## src/rtl/sprite_frame_scheduler.sv

```systemverilog
`timescale 1ns/1ps
// Sprite frame scheduler: host writes land in shadow registers and are copied to the
// active sprite registers only at vblank start; also sequences per-sprite animation.
module sprite_frame_scheduler #(
    parameter int NUM_SPRITES  = 8,
    parameter int ANIM_FRAMES  = 3,
    parameter int VACTIVE      = 480,
    parameter int ANIM_DIV_RST = 6
) (
    input  logic                       clk,
    input  logic                       reset,
    input  logic                       chipselect,
    input  logic                       write,
    input  logic                       read,
    input  logic [8:0]                 address,
    input  logic [31:0]                writedata,
    output logic [31:0]                readdata,
    input  logic [10:0]                hcount,
    input  logic [9:0]                 vcount,
    output logic [NUM_SPRITES*11-1:0]  sprite_x,
    output logic [NUM_SPRITES*10-1:0]  sprite_y,
    output logic [NUM_SPRITES-1:0]     sprite_en,
    output logic [NUM_SPRITES*2-1:0]   anim_frame,
    output logic                       commit_pulse
);

    localparam logic [8:0] A_EN   = 9'(2 * NUM_SPRITES);
    localparam logic [8:0] A_CTRL = 9'(2 * NUM_SPRITES + 1);
    localparam logic [8:0] A_DIV  = 9'(2 * NUM_SPRITES + 2);
    localparam logic [8:0] A_STAT = 9'(2 * NUM_SPRITES + 3);
    localparam logic [1:0] ANIM_LAST = 2'(ANIM_FRAMES - 1);

    typedef enum logic [1:0] {
        S_IDLE   = 2'd0,
        S_ARMED  = 2'd1,
        S_COMMIT = 2'd2
    } state_t;

    state_t                  state_q;
    logic [10:0]             shadow_x_q [NUM_SPRITES];
    logic [9:0]              shadow_y_q [NUM_SPRITES];
    logic [NUM_SPRITES-1:0]  shadow_en_q;
    logic [10:0]             active_x_q [NUM_SPRITES];
    logic [9:0]              active_y_q [NUM_SPRITES];
    logic [NUM_SPRITES-1:0]  active_en_q;
    logic [1:0]              anim_q     [NUM_SPRITES];
    logic                    auto_q;
    logic [7:0]              anim_div_q;
    logic [7:0]              anim_cnt_q;
    logic [7:0]              anim_cnt_d;
    logic [15:0]             frame_cnt_q;
    logic [31:0]             rdata_d;

    logic wr_s;
    logic rd_s;
    logic commit_req_s;
    logic div_wr_s;
    logic vblank_start_s;
    logic anim_step_s;
    logic pending_s;

    assign wr_s           = chipselect && write;
    assign rd_s           = chipselect && read;
    assign commit_req_s   = wr_s && (address == A_CTRL) && writedata[0];
    assign div_wr_s       = wr_s && (address == A_DIV);
    assign vblank_start_s = (vcount == 10'(VACTIVE)) && (hcount == 11'd0);
    assign pending_s      = (state_q == S_ARMED);

    // Animation divider: a divider write restarts the count and suppresses that frame's step.
    always_comb begin
        anim_cnt_d  = anim_cnt_q;
        anim_step_s = 1'b0;
        if (div_wr_s) begin
            anim_cnt_d = 8'd0;
        end else if (vblank_start_s && (anim_div_q != 8'd0)) begin
            if (anim_cnt_q == (anim_div_q - 8'd1)) begin
                anim_cnt_d  = 8'd0;
                anim_step_s = 1'b1;
            end else begin
                anim_cnt_d = anim_cnt_q + 8'd1;
            end
        end else begin
            anim_cnt_d = anim_cnt_q;
        end
    end

    // Read mux for the registered Avalon read path.
    always_comb begin
        case (address)
            A_STAT:  rdata_d = {frame_cnt_q, 14'd0, auto_q, pending_s};
            A_DIV:   rdata_d = {24'd0, anim_div_q};
            default: rdata_d = 32'd0;
        endcase
    end

    // Commit sequencer; commit_pulse is high exactly while in COMMIT.
    always_ff @(posedge clk) begin
        if (reset) begin
            state_q      <= S_IDLE;
            commit_pulse <= 1'b0;
        end else begin
            case (state_q)
                S_IDLE: begin
                    commit_pulse <= 1'b0;
                    if (commit_req_s || auto_q) begin
                        state_q <= S_ARMED;
                    end else begin
                        state_q <= S_IDLE;
                    end
                end
                S_ARMED: begin
                    if (vblank_start_s) begin
                        state_q      <= S_COMMIT;
                        commit_pulse <= 1'b1;
                    end else begin
                        state_q      <= S_ARMED;
                        commit_pulse <= 1'b0;
                    end
                end
                S_COMMIT: begin
                    commit_pulse <= 1'b0;
                    if (auto_q || commit_req_s) begin
                        state_q <= S_ARMED;
                    end else begin
                        state_q <= S_IDLE;
                    end
                end
                default: begin
                    state_q      <= S_IDLE;
                    commit_pulse <= 1'b0;
                end
            endcase
        end
    end

    // Shadow registers written by the host.
    always_ff @(posedge clk) begin
        if (reset) begin
            for (int i = 0; i < NUM_SPRITES; i++) begin
                shadow_x_q[i] <= 11'd0;
                shadow_y_q[i] <= 10'd0;
            end
            shadow_en_q <= '0;
        end else begin
            for (int i = 0; i < NUM_SPRITES; i++) begin
                if (wr_s && (address == 9'(2 * i))) begin
                    shadow_x_q[i] <= writedata[10:0];
                end
                if (wr_s && (address == 9'(2 * i + 1))) begin
                    shadow_y_q[i] <= writedata[9:0];
                end
            end
            if (wr_s && (address == A_EN)) begin
                shadow_en_q <= writedata[NUM_SPRITES-1:0];
            end
        end
    end

    // Active registers; nonblocking copy takes shadow values from before any same-cycle write.
    always_ff @(posedge clk) begin
        if (reset) begin
            for (int i = 0; i < NUM_SPRITES; i++) begin
                active_x_q[i] <= 11'd0;
                active_y_q[i] <= 10'd0;
            end
            active_en_q <= '0;
        end else if (state_q == S_COMMIT) begin
            for (int i = 0; i < NUM_SPRITES; i++) begin
                active_x_q[i] <= shadow_x_q[i];
                active_y_q[i] <= shadow_y_q[i];
            end
            active_en_q <= shadow_en_q;
        end
    end

    // Per-sprite animation index; the enable check sees the pre-commit active value.
    always_ff @(posedge clk) begin
        if (reset) begin
            for (int i = 0; i < NUM_SPRITES; i++) begin
                anim_q[i] <= 2'd0;
            end
        end else begin
            for (int i = 0; i < NUM_SPRITES; i++) begin
                if (!active_en_q[i]) begin
                    anim_q[i] <= 2'd0;
                end else if (anim_step_s) begin
                    anim_q[i] <= (anim_q[i] == ANIM_LAST) ? 2'd0 : anim_q[i] + 2'd1;
                end
            end
        end
    end

    // Control, counters and read data.
    always_ff @(posedge clk) begin
        if (reset) begin
            auto_q      <= 1'b0;
            anim_div_q  <= 8'(ANIM_DIV_RST);
            anim_cnt_q  <= 8'd0;
            frame_cnt_q <= 16'd0;
            readdata    <= 32'd0;
        end else begin
            if (wr_s && (address == A_CTRL)) begin
                auto_q <= writedata[1];
            end
            if (div_wr_s) begin
                anim_div_q <= writedata[7:0];
            end
            anim_cnt_q <= anim_cnt_d;
            if (vblank_start_s) begin
                frame_cnt_q <= frame_cnt_q + 16'd1;
            end
            if (rd_s) begin
                readdata <= rdata_d;
            end
        end
    end

    // Flatten per-slot registers onto the packed output buses.
    for (genvar g = 0; g < NUM_SPRITES; g++) begin : g_out
        assign sprite_x[11*g +: 11]  = active_x_q[g];
        assign sprite_y[10*g +: 10]  = active_y_q[g];
        assign anim_frame[2*g +: 2]  = anim_q[g];
    end
    assign sprite_en = active_en_q;

endmodule

```

## config.mk

```make
export PLATFORM = sky130hd
export DESIGN_NAME = sprite_frame_scheduler
export DESIGN_NICKNAME = d
export VERILOG_FILES = /design/src/rtl/sprite_frame_scheduler.sv
export SDC_FILE = /design/constraint.sdc
export NUM_CORES = 1
export LEC_CHECK = 0
export BUFFER_PORTS_ARGS = -buffer_cell sky130_fd_sc_hd__buf_2
export CAP_MARGIN = 25
export CORE_ASPECT_RATIO = 0.75
export CORE_MARGIN = 2
export CORE_UTILIZATION = 52
export DETAILED_ROUTE_END_ITERATION = 6
export GPL_TIMING_DRIVEN = 0
export PLACE_DENSITY = 0.85
export SETUP_SLACK_MARGIN = 0.1
export SLEW_MARGIN = 10
export SYNTH_ARGS = -nofsm -noshare
export SYNTH_HDL_FRONTEND = slang
export SYNTH_SLANG_ARGS = --single-unit
```

## constraint.sdc

```tcl
create_clock -name clk -period 5.9 [get_ports clk]
set_input_delay 1.18 -clock clk [delete_from_list [all_inputs] [get_ports clk]]
set_output_delay 1.18 -clock clk [all_outputs]
set_load 0.02 [all_outputs]
```

==> impl_table.tex <==
\begin{tabular}{lr}
\hline
Metric & Value \\
\hline
\multicolumn{2}{l}{\textbf{Run status}} \\
\quad Outcome & finished clean \\
\multicolumn{2}{l}{\textbf{Detailed routing}} \\
\quad Final WL & 35600 microns \\
\quad Detailed-router iteration count before antenna repair & 5 \\
\quad DRC viols & 0 \\
\quad Initial drt markers & 711 \\
\quad Post-DR vias/cell & 5.16 \\
\quad Detail-routed net length per standard cell & 18.5 microns \\
\quad Number of nets with antenna violations after detailed routing & 0 \\
\quad Total number of vias & 9951 \\
\multicolumn{2}{l}{\textbf{Timing}} \\
\quad Transition time of the tightest slew-check pin & 0.945 ns \\
\quad Headroom to the max-slew limit & 37.0\% \\
\quad Hold Vio Cnt, Final & 0 \\
\quad Unrepaired setup endpoints after global routing & no \\
\quad Sum Neg Setup Slack & 0 ns \\
\quad Final Critical Period & 3.32 ns \\
\quad Post-Route Skew & 0.0275 ns \\
\quad Final worst-path cycle share & 56.3\% \\
\quad Pins over their slew limit & 0 \\
\quad Highest achievable clock rate & 301 MHz \\
\quad Final count of negative-setup-slack endpoints & 0 \\
\multicolumn{2}{l}{\textbf{Clocking}} \\
\quad CTS-repair resized insts & 0 \\
\quad Number of buffers added by the clock tree synthesis step & 40 \\
\quad Clock Path Buffers & 3 \\
\quad Skew-Pair Late Insertion Delay & 0.55 ns \\
\quad Clock tree from TritonCTS & yes \\
\quad Quantity of hold-fixing buffers added after cts & 0 \\
\quad Clk Tree Root Cell & sky130\_fd\_sc\_hd\_\_clkbuf\_16 \\
\quad H-tree levels & 2 \\
\quad Post-CTS Repair Setup Buffers & 0 \\
\quad Clock-pin slew of the registers on the worst-case setup and hold paths & 0.06 ns \\
\quad Number of clock sinks seen by CTS & 428 \\
\multicolumn{2}{l}{\textbf{Global routing}} \\
\quad Largest net degree at the start of global routing & 112 \\
\quad Initial antenna violation count & 3 \\
\quad Wire length of the first global-routing pass & 53500 microns \\
\quad Global Route Usage Sum & 21.7\% \\
\quad Via count of the first global-routing pass & 9493 \\
\quad GR Overflow Total & 0 \\
\multicolumn{2}{l}{\textbf{Final layout}} \\
\quad Final std cell area, no fill & 19400 sq um \\
\quad Fillers & 2224 \\
\quad Layout-stage area growth over the synthesis result & 19.4\% \\
\quad Number of nets in the final layout & 1566 \\
\quad Fraction of layout instances using a drive strength above 1 & 23.3\% \\
\quad Util after Layout & 62.5\% \\
\multicolumn{2}{l}{\textbf{Die}} \\
\quad Number of placed I/O pins & 292 \\
\quad Num rows & 56 \\
\quad Standard cell core area & 31000 sq um \\
\quad Die ar. & 32700 sq um \\
\quad Effective utilization at floorplan & 52.4\% \\
\quad DIE WIDTH & 208 microns \\
\quad Y dimension of the die & 157 microns \\
\multicolumn{2}{l}{\textbf{Yosys}} \\
\quad Ranking of synthesized cells by area & sky130\_fd\_sc\_hd\_\_edfxtp\_1, sky130\_fd\_sc\_hd\_\_dfxtp\_1, sky130\_fd\_sc\_hd\_\_and2\_1 \\
\quad Flip-flop and latch count after synthesis & 428 \\
\quad Asr flop ratio synth & 0\% \\
\quad EDFF count, synth & 352 \\
\quad Leading register cell type out of synthesis & sky130\_fd\_sc\_hd\_\_edfxtp\_1 \\
\quad Ranking of synthesized cells by instance count & sky130\_fd\_sc\_hd\_\_edfxtp\_1, sky130\_fd\_sc\_hd\_\_nor2\_1, sky130\_fd\_sc\_hd\_\_and2\_1 \\
\quad Share of Yosys cell area claimed by the top area cell type & 65.0\% \\
\quad Netlist area before placement & 16300 sq um \\
\quad Cell variety after synth & 47 \\
\quad Post-synthesis cell count & 1176 \\
\quad Synth warn & 0 \\
\quad Mean cell area of the mapped netlist & 13.8 sq um \\
\quad Biggest area consumer among synthesized cells & sky130\_fd\_sc\_hd\_\_edfxtp\_1 \\
\quad Post-synthesis sequential area ratio & 74.4\% \\
\quad Most common cell in the netlist & sky130\_fd\_sc\_hd\_\_edfxtp\_1 \\
\multicolumn{2}{l}{\textbf{Worst hold path}} \\
\quad Type of the tightest min-delay check & reg -> reg \\
\multicolumn{2}{l}{\textbf{Run}} \\
\quad Number of maximum-capacitance violations & 0 \\
\multicolumn{2}{l}{\textbf{Critical path}} \\
\quad Arrival time worst endpoint & 3.50 ns \\
\quad Critical path startpoint category & input pin \\
\quad Startpoint-to-endpoint class of the critical path & in -> reg \\
\quad Req. time, crit path & 6.08 ns \\
\quad Maximum fanout encountered on the critical timing path & 11 \\
\quad Crit path capture type & register \\
\multicolumn{2}{l}{\textbf{Placed design}} \\
\quad Port Buf Inserts & 261 \\
\quad Post-DP Area & 18100 sq um \\
\quad GPL Wtd Cong & 0.821 \\
\quad Half-perimeter wire length of the detailed placement result & 25200 microns \\
\multicolumn{2}{l}{\textbf{Power}} \\
\quad Worst ir drop on vdd & 0.000227 V \\
\quad PD cells & 318 nW/um\^{}2 \\
\quad Standby leakage power & 0.00756 uW \\
\quad Post-route total power & 6170 uW \\
\hline
\end{tabular}
[where the power goes]
| part | internal (uW) | total, uW | switching [uW] |
|---|---|---|---|
| clock network | 1390 | 2490 | 1100 |
| logic | 71.0 | 274 | 203 |
| registers | 3380 | 3410 | 30.6 |
[worst max-delay path, stage by stage]
cell	delay, ns
sky130_fd_sc_hd__buf_2	0.10
sky130_fd_sc_hd__nor4_1	0.54
sky130_fd_sc_hd__nor2b_1	0.21
sky130_fd_sc_hd__buf_2	0.22
sky130_fd_sc_hd__nand2_1	0.10
sky130_fd_sc_hd__nor3_1	0.47
sky130_fd_sc_hd__nand2_1	0.26
sky130_fd_sc_hd__nand2b_1	0.43
[final timing paths]
path	from	end	slack, ns	depth (start not counted)
worst max-delay path	address[8]	shadow_x_q[0][14]	2.58	8
worst min-delay path	shadow_en_q[0]	shadow_en_q[0]	0.47	2
worst max register to register	anim_div_q[0]	anim_q[0][5]	3.32	9
worst min register to register	shadow_en_q[0]	shadow_en_q[0]	0.47	2
[final cells by class]
type | count | area (sq um) | area share [%]
Antenna cell | 3 | 7.51 | 0.0387
Tap cell | 406 | 508 | 2.62
Inverter | 27 | 109 | 0.561
Clock buffer | 52 | 1080 | 5.54
Sequential cell | 428 | 12100 | 62.3
Clock inverter | 21 | 186 | 0.961
Multi-Input combinational cell | 654 | 3750 | 19.3
Buffer | 74 | 340 | 1.75
Timing Repair Buffer | 262 | 1330 | 6.87
[stage by stage]
step	std cells	setup slack [ns]	hold WS (ns)
floorplan	1183	0.516	0.436
global placement	1850	-1.36	0.445
detailed placement	1851	1.98	0.459
CTS	1924	2.55	0.467
global route	1925	2.35	0.487
finish	1927	2.58	0.468
[sequential cells by signal, summed over array words and instances, names as in the netlist]
name          flops
readdata         24
shadow_en_q       8
auto_q            1
sprite_en         8
shadow_x_q       88
state_q           2
commit_pulse      1
active_y_q       80
anim_cnt_q        8
frame_cnt_q      16
shadow_y_q       80
active_x_q       88
anim_q           16
anim_div_q        8
[metal layers]
metal,share of wire (%),vias to the layer above,track usage [%]
met1,42,4763,29.1
met4,2.8,0,6.99
li1,-,4722,-
met2,47,400,35.7
met5,0,-,0
met3,7.8,66,4.93
[kinds of logic (layout without fill, tap and decap cells)]
group	Yosys count	in the layout	share of synthesized area [%]
compound gates	63	63	2.77
xor+xnor	31	31	1.67
fa+ha+maj	12	12	0.924
buf+inv	101	436	2.72
flops	428	428	74.4
mux	6	6	0.369
other cells	1	11	0.0231
simple gates	534	534	17.1
[layout by cell type, fill, tap and decap left out, drive strengths merged, types with 14 or more instances in the layout]
cell	n
nor2b	46
inv	31
clkinv	14
nand3	32
a21oi	21
xor2	23
dfxtp	76
and2	126
edfxtp	352
nor2	190
nand2b	32
buf	288
nor4	24
clkbuf	100
nand2	42
a22oi	22
Note: power is estimated with default switching activity, not from simulation.
